==> src/rtl/decoder_stream.sv <==
// Streaming binary-to-one-hot decoder with a 2-entry output FIFO and a
// saturating accepted-code counter.
module decoder_stream #(
  parameter int IN_W  = 3,
  parameter int CNT_W = 8
) (
  input  logic                   clk,
  input  logic                   rst,
  input  logic                   in_valid,
  output logic                   in_ready,
  input  logic [IN_W-1:0]        in_code,
  input  logic                   in_en,
  output logic                   out_valid,
  input  logic                   out_ready,
  output logic [(1<<IN_W)-1:0]   out_y,
  output logic [CNT_W-1:0]       count
);
  localparam int OUT_W = 1 << IN_W;

  logic [1:0]       occ;
  logic [OUT_W-1:0] head, tail, word;
  logic             acc, drn;

  assign in_ready  = !rst && (occ != 2'd2);
  assign out_valid = (occ != 2'd0);
  assign out_y     = head;
  assign acc       = in_valid && in_ready;
  assign drn       = out_valid && out_ready;

  always_comb begin
    word = '0;
    if (in_en) word[in_code] = 1'b1;
  end

  // head/tail are kept zero whenever unoccupied, so out_y is zero when idle.
  always_ff @(posedge clk) begin
    if (rst) begin
      occ   <= 2'd0;
      head  <= '0;
      tail  <= '0;
      count <= '0;
    end else begin
      case ({acc, drn})
        2'b10: begin
          if (occ == 2'd0) head <= word;
          else             tail <= word;
          occ <= occ + 2'd1;
        end
        2'b01: begin
          head <= tail;
          tail <= '0;
          occ  <= occ - 2'd1;
        end
        // accept is only possible alongside a drain when occ == 1
        2'b11:   head <= word;
        default: ;
      endcase
      if (acc && (count != {CNT_W{1'b1}})) count <= count + 1'b1;
    end
  end
endmodule
==> config.mk <==
export PLATFORM = sky130hd
export DESIGN_NAME = decoder_stream
export DESIGN_NICKNAME = d
export VERILOG_FILES = /design/src/rtl/decoder_stream.sv
export SDC_FILE = /design/constraint.sdc
export NUM_CORES = 1
export LEC_CHECK = 0
export ABC_AREA = 0
export BUFFER_PORTS_ARGS = -buffer_cell sky130_fd_sc_hd__buf_2
export CAP_MARGIN = 20
export CELL_PAD_IN_SITES_DETAIL_PLACEMENT = 1
export CELL_PAD_IN_SITES_GLOBAL_PLACEMENT = 2
export CORE_UTILIZATION = 34
export DETAILED_ROUTE_END_ITERATION = 12
export GPL_TIMING_DRIVEN = 0
export PLACE_DENSITY_LB_ADDON = 0.1
export SLEW_MARGIN = 0
export SYNTH_ARGS = -nofsm -noshare
export SYNTH_HDL_FRONTEND = slang
export SYNTH_SLANG_ARGS = --single-unit
export TNS_END_PERCENT = 50
==> constraint.sdc <==
create_clock -name clk -period 4.9 [get_ports clk]
set_clock_uncertainty 0.2 [all_clocks]
set_input_delay 0.735 -clock clk [delete_from_list [all_inputs] [get_ports clk]]
set_output_delay 0.735 -clock clk [all_outputs]
set_load 0.005 [all_outputs]
* After elaboration in Yosys (flattened, before gate mapping) *
Index checks and enable logic that the tools add are counted.

storage, ports and cells
  register bits after elaboration = 26
  latch bits = 0
  memory bits (writable) = 0
  bits in read-only memories = 0
  input bits = 8
  output and inout port bits = 18
  word-level logic and storage cells = 36
  memories kept = 0

cells by class
  $add $sub $neg = 3
  multiply operators = 0
  divide/modulo/power cells = 0
  $lt $le $gt $ge = 2
  equality and inequality tests = 7
  shift-type cells = 0
  muxes and demuxes = 8
  bitwise operators = 0
  reductions and logical operators = 12

operator list
  operator             count
  $mux 8               3
  $pmux 8 s3           1
  $pmux 8 s2           1
  $add 8x1->8 const B  1
  $ne 8x8->1 const B   1
  $ne 2x2->1 const B   3
  $logic_and 1x1->1    5
  $eq 2x2->1 const B   2
  $lt 3x4->1 const B   1
  $pmux 2 s2           1
  $reduce_and 2->1     2
  $reduce_bool 2->1    2
  $demux 1 s3          1
  $ge 3x1->1 const B   1
  $reduce_bool 3->1    1
  $add 2x1->2 const B  1
  $eq 2x1->1 const B   1
  $logic_not 2->1      1
  $sub 2x1->2 const B  1
  $logic_not 1->1      1
  $mux 1               1

* Depth between registers and ports, before layout *
  word-level depth = 7
  depth in mapped cells = 9
  mapped depth without buffers = 7

* Worst setup path before layout *
No wires, ideal clock.

  path type = input port to flip-flop
  start = input port rst
  end = register head[0], in the netlist out_y[0]
  library setup time = 86 ps
  data arrival time = 2461 ps
  required time = 4614 ps
  setup slack = 2153 ps
  cell stages on the path = 9
  path buffers = 2
  cell sequence = buf_6 > nand2b_4 > or2_4 > buf_6 > ha_1 > or3b_2 > nor3_1 > a21oi_1 > a211oi_1

on the way
  longest elaborated chain between the ends = 6
  elaborated cells on any way between the ends = 10
  those cells by class = 4 x eq/ne; 1 x mux; 5 x reduce/logical

RTL lines
  what                                                              line  text
  start: declaration                                                8     input logic rst,
  $logic_not 1->1                                                   24    assign in_ready = !rst && (occ != 2'd2);
  $logic_and 1x1->1                                                 24
  $logic_and 1x1->1                                                 27    assign acc = in_valid && in_ready;
  $eq 2x2->1 or $eq 2x1->1 (tied branches)                          43    case ({acc, drn})
  $ne 2x2->1 (no source line) or $reduce_bool 3->1 (tied branches)  -
  $reduce_and 2->1 (no source line)                                 -
  end signal: assignment                                            45    if (occ == 2'd0) head <= word;
  end signal: assignment                                            50    head <= tail;
  end signal: assignment                                            55    2'b11: head <= word;
  end: declaration                                                  21    logic [OUT_W-1:0] head, tail, word;

Several ways; a longest one is shown, not always the timed one.
A chain may end at the register's enable or synchronous reset.

* Final worst setup path *
Ends and elaborated chain as after synthesis.

==> out/results.env <==
CORE_AREA_UM2=3420
SYNTH_TOP_AREA_CELL='dfxtp_1'
CLOCK_POWER_SHARE_PCT=24.5
GRT_UTIL_ALL_LAYERS_PCT=17.2
DRIVE_ABOVE_1_SHARE_PCT=22.4
GRT.OVERFLOW.TOTAL=0
VIAS=1095
GRT_ANTENNA_BEFORE_REPAIR=0
SYN-NUM-NETS=148
WORST-PATH-MAX-FANOUT=10
CLK_PIN_SLEW_NS=0.15
POWER.STATIC_LEAKAGE_nW=0.631
POWER.IR.VDD_WORST_uV=222
DRT.ANTENNA.VIOLATING_NETS=0
SETUP_VIOL=0
FINAL-HOLD-VIOLATION-COUNT=0
CP-START-KIND='input port'
YOSYS-TOP-CELLS-COUNT='26 x dfxtp_1, 26 x nor2_1, 13 x a21oi_1'
TIMING.MAX_CAP.VIOLATIONS=0
SWITCHING_SHARE_PCT=31.8
TRITONCTS_BUFFERS=3
FILLERS=433
WORSTSETUPPATHTYPE='input port to flip-flop'
AREA_GROWTH_SYN_TO_LAYOUT_PCT=18.6
INITIAL_CORE_UTIL_PCT=36.2
YS_DOMINANT_REG_CELL='dfxtp_1'
PLACE_CONGESTION=0.731
YS_SEQ_AREA_SHARE_PCT=42.1
SYNTH.AREA.TOP_CELLS='dfxtp_1 42%, nor2_1 7.9%, mux2i_1 6.5%'
SYNTH-COMPOUND-AREA-SHARE_PCT=20.0
P_SW_W=0.000194
SYNTH_EDF_COUNT=0
ROUTE.DETAILED.DRC=0
REGTOREGSETUPSLACK_NS=2.40
GRT_MAX_DEGREE=16
NUM_CLOCK_SINKS=26
POSTLAYOUTCELLAREA_UM2=1470
CRITICAL_PATH.SLOWEST_CELL='or3b_2'
IO_BUFFER_COUNT=24
TIMING.FINAL.MAX_SLEW_VIOLATIONS=0
FRACTION_OF_THE_CYCLE_THE_FINAL_WORST_PATH_NEEDS_PCT=53.2
DESIGN.PORTCOUNT=26
POSTCTSSETUPREPAIRBUFS=0
POST_SYNTH_INSTANCE_AREA_UM2=1240
SYNTH_CELL_TYPE_COUNT=37
HP-START='out_y[5]'
HOLD_CRIT_DEPTH=2
DRT-INITIAL-DRC-COUNT=33
DIE_WIDTH_UM=62.3
SYNTHESIS.INSTANCES=137
CTS_ROOT_BUF='clkbuf_4'
TIMING.SETUP.TNS_NS=0
SYNTH_XOR_XNOR_AREA_SHARE_PCT=1.42
AVGVIACOUNTPERCELL=5.19
VIA_COUNT_OF_THE_FIRST_GLOBAL_ROUTING_PASS=1120
ASYNC_FLOP_SHARE_PCT=0
SEQPWRFRAC_PCT=43.5
DPL.HPWL_UM=2330
CTS_HOLD_REPAIR_BUFFERS=0
TOTAL_OF_FLIP_FLOPS_PLUS_LATCHES_AFTER_SYNTHESIS=26
SLEW-LIMIT-HEADROOM_PCT=59.8
STATUS='completed'
CLK-INSERTION-DELAY-LATE_NS=0.32
POST_SYNTH_AND_OR_NAND_NOR_AREA_FRACTION_PCT=20.7
POWERDENSITY_nW_PER_UM2=415
MAX_FREQ_MHz=384
H-TREE-DEPTH=1
INTERNAL_POWER_W=0.000415
COMBINATIONAL_FAMILY_WITH_THE_MOST_AREA_AFTER_SYNTHESIS='simple AND/OR/NAND/NOR gates'
DRT_WL_TOTAL_UM=3070
R2R-END='out_y[0]'
WORST-SLEW-PIN-TRANSITION_NS=0.599
PATH_COMMON_CELL='buf_6'
MIN_PERIOD_NS=2.61
SYNTH-ADDER-AREA-SHARE_PCT=3.04
FINAL_NET_COUNT=177
RSZ0062_AT_GRT='no'
CTS.REPAIR.RESIZED=0
MIN-DELAY-PATH-CLASS='flip-flop to flip-flop'
REQUIRED_NS=4.95
NUM_ROWS=21
SYNTHMUXAREASHARE_PCT=8.30
DR.PASS1.ITERS=4
SETUP.WORST_PATH.END_CLASS='flip-flop'
CLOCK_TREE_FROM_TRITONCTS='yes'
FP.DIEAREA_UM2=3880
DIE-HEIGHT_UM=62.3
ANTENNA-DIODE-COUNT=0
SYNTH_WARNINGS=0
COMB_POWER_SHARE_PCT=32.0
POST_DP_CELL_AREA_UM2=1410
CLOCK_PATH_BUFFERS=2
POST-SYNTH-TOP-AREA-FRACTION_PCT=42.1
WORST_R2R_STARTPOINT='occ[0]'
SYN_AVG_CELL_AREA_UM2=9.02
GRT_FIRST_PASS_WIRELENGTH_UM=5320
STAGE_DELAY_OF_THE_SLOWEST_CELL_ON_THE_CRITICAL_PATH_NS=0.52
REG2REG_DEPTH=8
HOLD_PATH_END='out_y[5]'
ROUTE.DETAILED.WL_PER_INST_UM=14.5
CP.ARRIVAL_NS=2.65
WORSTPATHCELLLIST='buf_6, nand2b_4, or2_4, buf_6, ha_1, or3b_2, nor3_1, a21oi_1, a211oi_1'
-- how the worst max path moves through the flow --
| stage | startpoint | to | slack [ns] | cells past startpoint |
|---|---|---|---|---|
| final | rst | out_y[0] | 2.29 | 9 |
| after global routing | rst | out_y[0] | 2.19 | 9 |
| after CTS | rst | out_y[0] | 2.28 | 9 |
| after detailed placement | rst | out_y[0] | 1.94 | 9 |
| after global placement | rst | out_y[0] | 1.98 | 9 |
| after floorplan | rst | out_y[0] | 2.15 | 9 |
-- registers in the layout (all words and copies together) (netlist names) --
signal,cells
count,8
out_y,8
occ,2
tail,8
-- power groups by stage --
stage | clock, W | sequential [W] | combinational (W)
after CTS | 0.000155 | 0.000265 | 0.000200
final | 0.000149 | 0.000265 | 0.000195
after floorplan | 0 | 0.000270 | 0.000134
after global placement | 0 | 0.000268 | 0.000195
after detailed placement | 0 | 0.000270 | 0.000199
after global routing | 0.000167 | 0.000270 | 0.000221
-- metal layers --
layer	share of wire, %	global-route usage [%]
met5	0	0
met4	0.62	4.65
met3	2.7	2.76
met2	48	29.4
met1	48	22.4
-- cell usage in the layout (no fill, tap or decap), types with 2 or more instances in the layout --
cell      synthesis  routed
buf_2             1      25
o41ai_1           2       2
a21oi_1          13      13
nor4_1            2       2
nor3_1            5       5
o311ai_0          2       2
buf_6             2       2
nor2_1           26      26
clkbuf_4          0       3
nand2b_1          2       2
mux2i_1           8       8
ha_1              3       3
dfxtp_1          26      26
o21ai_0           3       3
clkbuf_1          2       2
nand3_1           4       4
inv_1             3       3
or3_1             2       2
nand3b_1          2       2
a211oi_1          9       9
nand2_1           3       3
-- logic make-up (layout without fill, tap and decap cells) --
kind of cell / Yosys count / count (layout)
simple gates: 52 / 52
compound gates: 36 / 36
flops: 26 / 26
mux: 9 / 9
buf+inv: 9 / 37
fa+ha+maj: 3 / 3
xor+xnor: 2 / 2
-- metrics by stage --
stage	power (W)	utilization, %	hold slack [ns]	worst slack (ns)	cells
after floorplan	0.000404	-	0.264	2.15	137
after global routing	0.000658	42.9	0.344	2.19	211
after global placement	0.000463	41.4	0.275	1.98	207
after CTS	0.000620	42.9	0.313	2.28	211
after detailed placement	0.000469	41.4	0.290	1.94	207
final	0.000609	42.9	0.307	2.29	211
-- cell type report --
class	count	area (um2)	share of cell area, %
multi-input combinational	102	662	45.1
buffer	6	42.5	2.90
tap	46	57.6	3.92
inverter	3	11.3	0.768
clock inverter	1	30.0	2.05
sequential	26	520	35.5
clock buffer	3	22.5	1.54
timing repair buffer	24	120	8.19
-- worst max-delay path: cells and delay by family --
family | cells | cell delay, ns
buffers and inverters | 2 | 0.25
and+or+nand+nor | 4 | 1.14
adders and majority gates | 1 | 0.20
AOI/OAI and AO/OA | 2 | 0.32
Power figures use the tool's default switching activity.
